## src/rtl/bg_color_estimator_if.sv

```systemverilog
// Sum-word handshake between the processing elements and the background estimator.
// One word carries three channel sums plus the pixel count they cover.
interface bg_color_estimator_if #(
  parameter int SUM_W = 16
);
  logic             sum_valid;
  logic             sum_ready;
  logic [SUM_W-1:0] red_sum_in;
  logic [SUM_W-1:0] green_sum_in;
  logic [SUM_W-1:0] blue_sum_in;
  logic [7:0]       count_in;

  modport master (
    output sum_valid, red_sum_in, green_sum_in, blue_sum_in, count_in,
    input  sum_ready
  );

  modport slave (
    input  sum_valid, red_sum_in, green_sum_in, blue_sum_in, count_in,
    output sum_ready
  );
endinterface

```

## src/rtl/bg_color_estimator.sv

```systemverilog
// Accumulates NUM_PE channel-sum words, then divides each channel total by the
// pixel total (restoring, one bit per cycle) to give the expected background colour.
//
// state | meaning
// IDLE  | waiting for Start, previous result held
// ACC   | accepting sum words until NUM_PE have arrived
// DIV   | shift-subtract divide, ACC_W cycles (one cycle if pixel total is 0)
// DONE  | result valid, waiting for Ack
module bg_color_estimator #(
  parameter int NUM_PE = 4,
  parameter int SUM_W  = 16,
  parameter int ACC_W  = 24
) (
  input  logic                        Clk,
  input  logic                        Reset,
  input  logic                        Start,
  input  logic                        Ack,
  bg_color_estimator_if.slave         sum_bus,
  output logic [8:0]                  red_exp,
  output logic [8:0]                  green_exp,
  output logic [8:0]                  blue_exp,
  output logic                        Done,
  output logic                        Qi,
  output logic                        Qacc,
  output logic                        Qdiv,
  output logic                        Qd
);
  localparam int CNT_W  = $clog2(NUM_PE + 1);
  localparam int DCNT_W = $clog2(ACC_W);

  typedef enum logic [3:0] {
    S_IDLE = 4'b0001,
    S_ACC  = 4'b0010,
    S_DIV  = 4'b0100,
    S_DONE = 4'b1000
  } state_t;

  state_t state, state_n;

  // acc doubles as dividend/quotient shift register during DIV
  logic [ACC_W-1:0] acc     [3];
  logic [ACC_W-1:0] rem     [3];
  logic [ACC_W-1:0] quo_n   [3];
  logic [ACC_W-1:0] rem_n   [3];
  logic [ACC_W:0]   shifted [3];
  logic [SUM_W-1:0] sum_in  [3];
  logic [8:0]       exp_q   [3];
  logic [15:0]      pix_total;
  logic [CNT_W-1:0] word_cnt;
  logic [DCNT_W-1:0] div_cnt;
  logic [ACC_W:0]   divisor;
  logic             accept;
  logic             last_word;

  function automatic logic [8:0] sat8(input logic [ACC_W-1:0] q);
    if (q > ACC_W'(255)) return 9'd255;
    return {1'b0, q[7:0]};
  endfunction

  assign sum_in[0] = sum_bus.red_sum_in;
  assign sum_in[1] = sum_bus.green_sum_in;
  assign sum_in[2] = sum_bus.blue_sum_in;

  assign accept    = (state == S_ACC) && sum_bus.sum_valid;
  assign last_word = accept && (word_cnt == CNT_W'(NUM_PE - 1));
  assign divisor   = {{(ACC_W + 1 - 16){1'b0}}, pix_total};

  assign sum_bus.sum_ready   = (state == S_ACC);
  assign Done                = (state == S_DONE);
  assign {Qd, Qdiv, Qacc, Qi} = state;
  assign red_exp             = exp_q[0];
  assign green_exp           = exp_q[1];
  assign blue_exp            = exp_q[2];

  always_comb begin
    for (int i = 0; i < 3; i++) begin
      shifted[i] = {rem[i], acc[i][ACC_W-1]};
      rem_n[i]   = shifted[i][ACC_W-1:0];
      quo_n[i]   = {acc[i][ACC_W-2:0], 1'b0};
      if (shifted[i] >= divisor) begin
        rem_n[i] = ACC_W'(shifted[i] - divisor);
        quo_n[i] = {acc[i][ACC_W-2:0], 1'b1};
      end
    end
  end

  always_ff @(posedge Clk or posedge Reset) begin
    if (Reset) state <= S_IDLE;
    else       state <= state_n;
  end

  always_comb begin
    state_n = state;
    case (state)
      S_IDLE: if (Start) state_n = S_ACC;
      S_ACC:  if (last_word) state_n = S_DIV;
      S_DIV:  if (pix_total == 16'd0 || div_cnt == '0) state_n = S_DONE;
      S_DONE: if (Ack) state_n = S_IDLE;
      default: state_n = S_IDLE;
    endcase
  end

  always_ff @(posedge Clk or posedge Reset) begin
    if (Reset) begin
      for (int i = 0; i < 3; i++) begin
        acc[i]   <= '0;
        rem[i]   <= '0;
        exp_q[i] <= '0;
      end
      pix_total <= '0;
      word_cnt  <= '0;
      div_cnt   <= '0;
    end else begin
      case (state)
        S_IDLE: begin
          if (Start) begin
            for (int i = 0; i < 3; i++) begin
              acc[i] <= '0;
              rem[i] <= '0;
            end
            pix_total <= '0;
            word_cnt  <= '0;
          end
        end
        S_ACC: begin
          if (accept) begin
            for (int i = 0; i < 3; i++) acc[i] <= acc[i] + ACC_W'(sum_in[i]);
            pix_total <= pix_total + 16'(sum_bus.count_in);
            word_cnt  <= word_cnt + CNT_W'(1);
          end
          if (last_word) div_cnt <= DCNT_W'(ACC_W - 1);
        end
        S_DIV: begin
          div_cnt <= div_cnt - DCNT_W'(1);
          for (int i = 0; i < 3; i++) begin
            acc[i] <= quo_n[i];
            rem[i] <= rem_n[i];
          end
          if (state_n == S_DONE) begin
            for (int i = 0; i < 3; i++)
              exp_q[i] <= (pix_total == 16'd0) ? 9'd0 : sat8(quo_n[i]);
          end
        end
        default: ;
      endcase
    end
  end
endmodule

```

## src/flat_wrapper.sv

```systemverilog
// flat-port wrapper written by rule: the top's interface ports become plain ports
module bg_color_estimator_flat 
#(
  parameter int NUM_PE = 4,
  parameter int SUM_W  = 16,
  parameter int ACC_W  = 24
)
  (Clk, Reset, Start, Ack, red_exp, green_exp, blue_exp, Done, Qi, Qacc, Qdiv, Qd, sum_bus_sum_valid, sum_bus_red_sum_in, sum_bus_green_sum_in, sum_bus_blue_sum_in, sum_bus_count_in, sum_bus_sum_ready);
  bg_color_estimator_if #(.SUM_W(SUM_W)) sum_bus_i ();
  input  logic Clk;
  input  logic Reset;
  input  logic Start;
  input  logic Ack;
  output logic [8:0] red_exp;
  output logic [8:0] green_exp;
  output logic [8:0] blue_exp;
  output logic Done;
  output logic Qi;
  output logic Qacc;
  output logic Qdiv;
  output logic Qd;
  input wire logic [$bits(sum_bus_i.sum_valid)-1:0] sum_bus_sum_valid;
  input wire logic [$bits(sum_bus_i.red_sum_in)-1:0] sum_bus_red_sum_in;
  input wire logic [$bits(sum_bus_i.green_sum_in)-1:0] sum_bus_green_sum_in;
  input wire logic [$bits(sum_bus_i.blue_sum_in)-1:0] sum_bus_blue_sum_in;
  input wire logic [$bits(sum_bus_i.count_in)-1:0] sum_bus_count_in;
  output wire logic [$bits(sum_bus_i.sum_ready)-1:0] sum_bus_sum_ready;
  assign sum_bus_i.sum_valid = sum_bus_sum_valid;
  assign sum_bus_i.red_sum_in = sum_bus_red_sum_in;
  assign sum_bus_i.green_sum_in = sum_bus_green_sum_in;
  assign sum_bus_i.blue_sum_in = sum_bus_blue_sum_in;
  assign sum_bus_i.count_in = sum_bus_count_in;
  assign sum_bus_sum_ready = sum_bus_i.sum_ready;
  bg_color_estimator #(.NUM_PE(NUM_PE), .SUM_W(SUM_W), .ACC_W(ACC_W)) u_core (.Clk(Clk), .Reset(Reset), .Start(Start), .Ack(Ack), .sum_bus(sum_bus_i), .red_exp(red_exp), .green_exp(green_exp), .blue_exp(blue_exp), .Done(Done), .Qi(Qi), .Qacc(Qacc), .Qdiv(Qdiv), .Qd(Qd));
endmodule
```

## config.mk

```make
export PLATFORM = sky130hd
export DESIGN_NAME = bg_color_estimator_flat
export DESIGN_NICKNAME = d
export VERILOG_FILES = /design/src/rtl/bg_color_estimator_if.sv /design/src/rtl/bg_color_estimator.sv /design/src/flat_wrapper.sv
export SDC_FILE = /design/constraint.sdc
export NUM_CORES = 1
export LEC_CHECK = 0
export BUFFER_PORTS_ARGS = -buffer_cell sky130_fd_sc_hd__buf_2
export CAP_MARGIN = 20
export CORE_UTILIZATION = 51
export CTS_CLUSTER_DIAMETER = 120
export DETAILED_ROUTE_END_ITERATION = 10
export GPL_TIMING_DRIVEN = 0
export PLACE_DENSITY = 0.84
export SYNTH_ARGS = -nofsm -noshare
export SYNTH_HDL_FRONTEND = slang
export SYNTH_SLANG_ARGS = --single-unit
export TNS_END_PERCENT = 1
```

## constraint.sdc

```tcl
create_clock -name Clk -period 6.2 [get_ports Clk]
set_clock_uncertainty 0.2 [all_clocks]
set_input_delay 1.24 -clock Clk [delete_from_list [all_inputs] [get_ports Clk]]
set_output_delay 1.24 -clock Clk [all_outputs]
set_load 0.05 [all_outputs]
```

==> results.json <==
{
  "mux_contribution_to_synthesized_area_pct": 1.95,
  "dpl.hpwl_mm": 29.1,
  "dr.first_iter.drc_count": 1214,
  "xor_xnor_fraction_of_synth_area_pct": 6.24,
  "synthDominantCellAreaShare_pct": 35.1,
  "cap_viol_max_count": 0,
  "ys_types": 74,
  "arrival_ns": 2.83,
  "route.vias.total": 13400,
  "crit_chain": "clkbuf_1 -> nor2_1 -> nand2_1 -> inv_2 -> buf_1 -> buf_2",
  "synth_top_family_by_area": "compound AO/OA/AOI/OAI gates",
  "critical_path_required_ns": 4.76,
  "grt_use_met2_pct": 47.2,
  "grt_antenna_before_repair": 1,
  "overflow": 0,
  "min-delay-start": "u_core.word_cnt[2]",
  "critical_path_origin": "u_core.state[0]",
  "timing.critical_path.to_type": "primary output",
  "setup.worst_path.start_class": "register",
  "first_pass_grt_wire_length_mm": 64.8,
  "irDropWorstVdd_mv": 0.316,
  "final_area_sq_um": 15500,
  "grt_use_met1_pct": 36.4,
  "post_cts.repair.setup_buffers": 0,
  "synthFlopType": "sky130_fd_sc_hd__dfrtp_1",
  "synth_area_sq_um": 13900,
  "boundaryPins": 94,
  "final.period_utilization_pct": 68.9,
  "cts_tree": "built",
  "finalWorstPathRequiredPeriod_ns": 4.27,
  "postLayoutSetupSlackWorst_ns": 1.93,
  "power.static_leakage_uw": 0.00719,
  "timing.critical_path.slowest_cell_delay_ns": 0.62,
  "synth_warnings": 0,
  "die-width_um": 167,
  "timing_max_transition_violations_final": 0,
  "post_drt_wl_per_cell_um": 18.9,
  "cts-resized-gates": 0,
  "grt_start_max_net_pins": 42,
  "worst-path-max-fanout": 10,
  "rows": 60,
  "via_per_inst": 6.35,
  "number_of_global_route_vias_before_repair": 12900,
  "ctsHtreeMaxLevel": 4,
  "synth-seq-area-share_pct": 35.3,
  "clk_root_buffer_cell": "sky130_fd_sc_hd__clkbuf_16",
  "syn_to_final_growth_pct": 11.4,
  "cts_made_buffers": 17,
  "number_of_storage_elements_in_the_synthesis_netlist": 196,
  "die_height_um": 167,
  "netlist_instances": 1640,
  "cts-hold-fix-buffers": 0,
  "drt_first_pass_iters": 8,
  "postPlaceCellArea_sq_um": 14900,
  "rsz0062_at_grt": "false",
  "hold_viol_final": 0,
  "timing.final.setup_violations": 0,
  "final_net_count": 1931,
  "final_antenna_net_count": 0,
  "worst_skew_pair_latency_ns": 0.45,
  "final.setup.tns_ns": 0,
  "synth-edff-count": 0,
  "clock-sinks": 196,
  "place.port_buffers": 90,
  "crit_slowest_cell": "sky130_fd_sc_hd__buf_1",
  "final_util_pct": 57.6,
  "clock_tree.buffer_depth": 2,
  "rr_startpoint": "u_core.pix_total[1]",
  "area_share_of_fa_ha_maj_cells_after_synthesis_pct": 10.6,
  "min-delay-path-class": "reg2reg",
  "initial_core_util_pct": 51.7,
  "power_per_cell_area_nw_per_um2": 547,
  "cts.reportedPaths.clkPinSlew_ns": 0.08,
  "postSynth.asyncResetShare_pct": 100,
  "drt-total-wl_mm": 39.8,
  "synth_top_cell_by_area": "sky130_fd_sc_hd__dfrtp_1",
  "area.sequential_sq_um": 4910,
  "run_status": "finished, final reports clean",
  "yosys.cell_count.top_type": "sky130_fd_sc_hd__o21ai_0",
  "track_usage_pct": 28.9,
  "drive_above_1_share_pct": 8.65,
  "gp_congestion": 0.951,
  "synth_top_cells_by_area": "sky130_fd_sc_hd__dfrtp_1, sky130_fd_sc_hd__ha_1, sky130_fd_sc_hd__o21ai_0, sky130_fd_sc_hd__nand2_1, sky130_fd_sc_hd__xnor2_1",
  "yosys.area_share.simple_pct": 17.7,
  "synth_top_cells_by_count": "sky130_fd_sc_hd__o21ai_0, sky130_fd_sc_hd__dfrtp_1, sky130_fd_sc_hd__nand2_1, sky130_fd_sc_hd__ha_1, sky130_fd_sc_hd__a21oi_1",
  "timing.setup.critical_path_class": "reg2out",
  "post_synthesis_compound_gate_area_fraction_pct": 24.6,
  "maxSlewHeadroom_pct": 43.0,
  "fin_total_pwr_uw": 8470,
  "multi_input_area_sq_um": 8500,
  "worst_slew_pin_slew_ns": 0.855,
  "max_freq_mhz": 234,
  "grt_busiest_layer": "met2",
  "gr-usage-met3_pct": 5.99,
  "drt_drc_violations_left": 0,
  "core_area_sq_um": 26900,
  "pre_cts_slack_ns": 1.81,
  "fp.dieArea_sq_um": 27900,
  "syn_avg_cell_area_sq_um": 8.47,
  "num-fill-cells": 2334
}
[logic make-up after synthesis]
kind of cell / count (synthesis)
multiplexers: 27
AO/OA/AOI/OAI: 559
AND/OR/NAND/NOR: 517
flip-flops: 196
adder cells (fa/ha/maj): 114
other: 1
XOR/XNOR: 99
buffers and inverters: 127
[through the flow]
step / hold WS [ns] / cells
2_1_floorplan: 0.235 / 1642
3_3_place_gp: 0.253 / 2073
3_5_place_dp: 0.270 / 2078
4_1_cts: 0.287 / 2109
5_1_grt: 0.314 / 2109
6_report: 0.287 / 2110
[power by group]
part | leakage [uW] | switching (uW) | total [uW] | internal (uW)
combinational | 0.00420 | 3440 | 5680 | 2240
sequential | 0.00270 | 212 | 1640 | 1430
clock | 0.000291 | 567 | 1150 | 586
[state kept, by name (all words and copies together) (netlist names)]
name,count
u_core.green_exp,8
u_core.blue_exp,8
u_core.state,4
u_core.red_exp,8
u_core.word_cnt,3
u_core.rem,72
u_core.div_cnt,5
u_core.acc,72
u_core.pix_total,16
[layout make-up]
class / instances / area share, %
buffer: 73 / 1.87
clock inverter: 13 / 1.03
clock buffer: 18 / 2.84
inverter: 54 / 1.33
tap: 341 / 2.76
timing repair buffer: 95 / 3.56
sequential: 196 / 31.7
antenna: 1 / 0.0162
multi-input combinational: 1319 / 54.9
[path summary, 6_finish.rpt]
check,endpoint,cells past startpoint,slack [ns]
min in group asynchronous,u_core.rem[49],2,0.59
max in group asynchronous,u_core.acc[20],4,4.41
setup / recovery,sum_bus_sum_ready,6,1.93
hold / removal,u_core.word_cnt[2],2,0.29
hold reg to reg,u_core.word_cnt[2],2,0.29
setup reg to reg,u_core.rem[33],12,2.13
[cells in the final DEF, fill, tap and decap left out, types with 6 or more instances in the layout]
master                      count
sky130_fd_sc_hd__o21ai_0      252
sky130_fd_sc_hd__dfrtp_1      195
sky130_fd_sc_hd__nand2_1      187
sky130_fd_sc_hd__ha_1         107
sky130_fd_sc_hd__buf_2         93
sky130_fd_sc_hd__a21oi_1       92
sky130_fd_sc_hd__nor2_1        91
sky130_fd_sc_hd__nand3_1       88
sky130_fd_sc_hd__xnor2_1       65
sky130_fd_sc_hd__clkbuf_1      63
sky130_fd_sc_hd__inv_1         52
sky130_fd_sc_hd__a22oi_1       49
sky130_fd_sc_hd__xor2_1        34
sky130_fd_sc_hd__a21o_1        30
sky130_fd_sc_hd__nor3_1        27
sky130_fd_sc_hd__mux2i_1       27
sky130_fd_sc_hd__nor4_1        26
sky130_fd_sc_hd__clkbuf_16     17
sky130_fd_sc_hd__nand2b_1      16
sky130_fd_sc_hd__nand4_1       15
sky130_fd_sc_hd__o211ai_1      14
sky130_fd_sc_hd__o21a_1        13
sky130_fd_sc_hd__nor2b_1       13
sky130_fd_sc_hd__o21bai_1      13
sky130_fd_sc_hd__a31oi_1       11
sky130_fd_sc_hd__o311ai_0      10
sky130_fd_sc_hd__or3_1          9
sky130_fd_sc_hd__and2_1         9
sky130_fd_sc_hd__a211oi_1       8
sky130_fd_sc_hd__a21boi_0       7
sky130_fd_sc_hd__o31a_1         7
sky130_fd_sc_hd__a22o_1         7
sky130_fd_sc_hd__fa_1           7
sky130_fd_sc_hd__or2_2          6
sky130_fd_sc_hd__and3_1         6
[routing by layer]
layer	vias up	wire, um
met1	6412	16100
met4	0	1820
met3	139	3400
li1	6232	-
met2	624	18500
met5	-	0
[worst max-delay path: cells and delay by family (launching register included)]
family,cells,cell delay (ns)
and+or+nand+nor,2,0.46
DFF,1,0.39
buffers and inverters,4,1.52
Power figures use the tool's default switching activity.
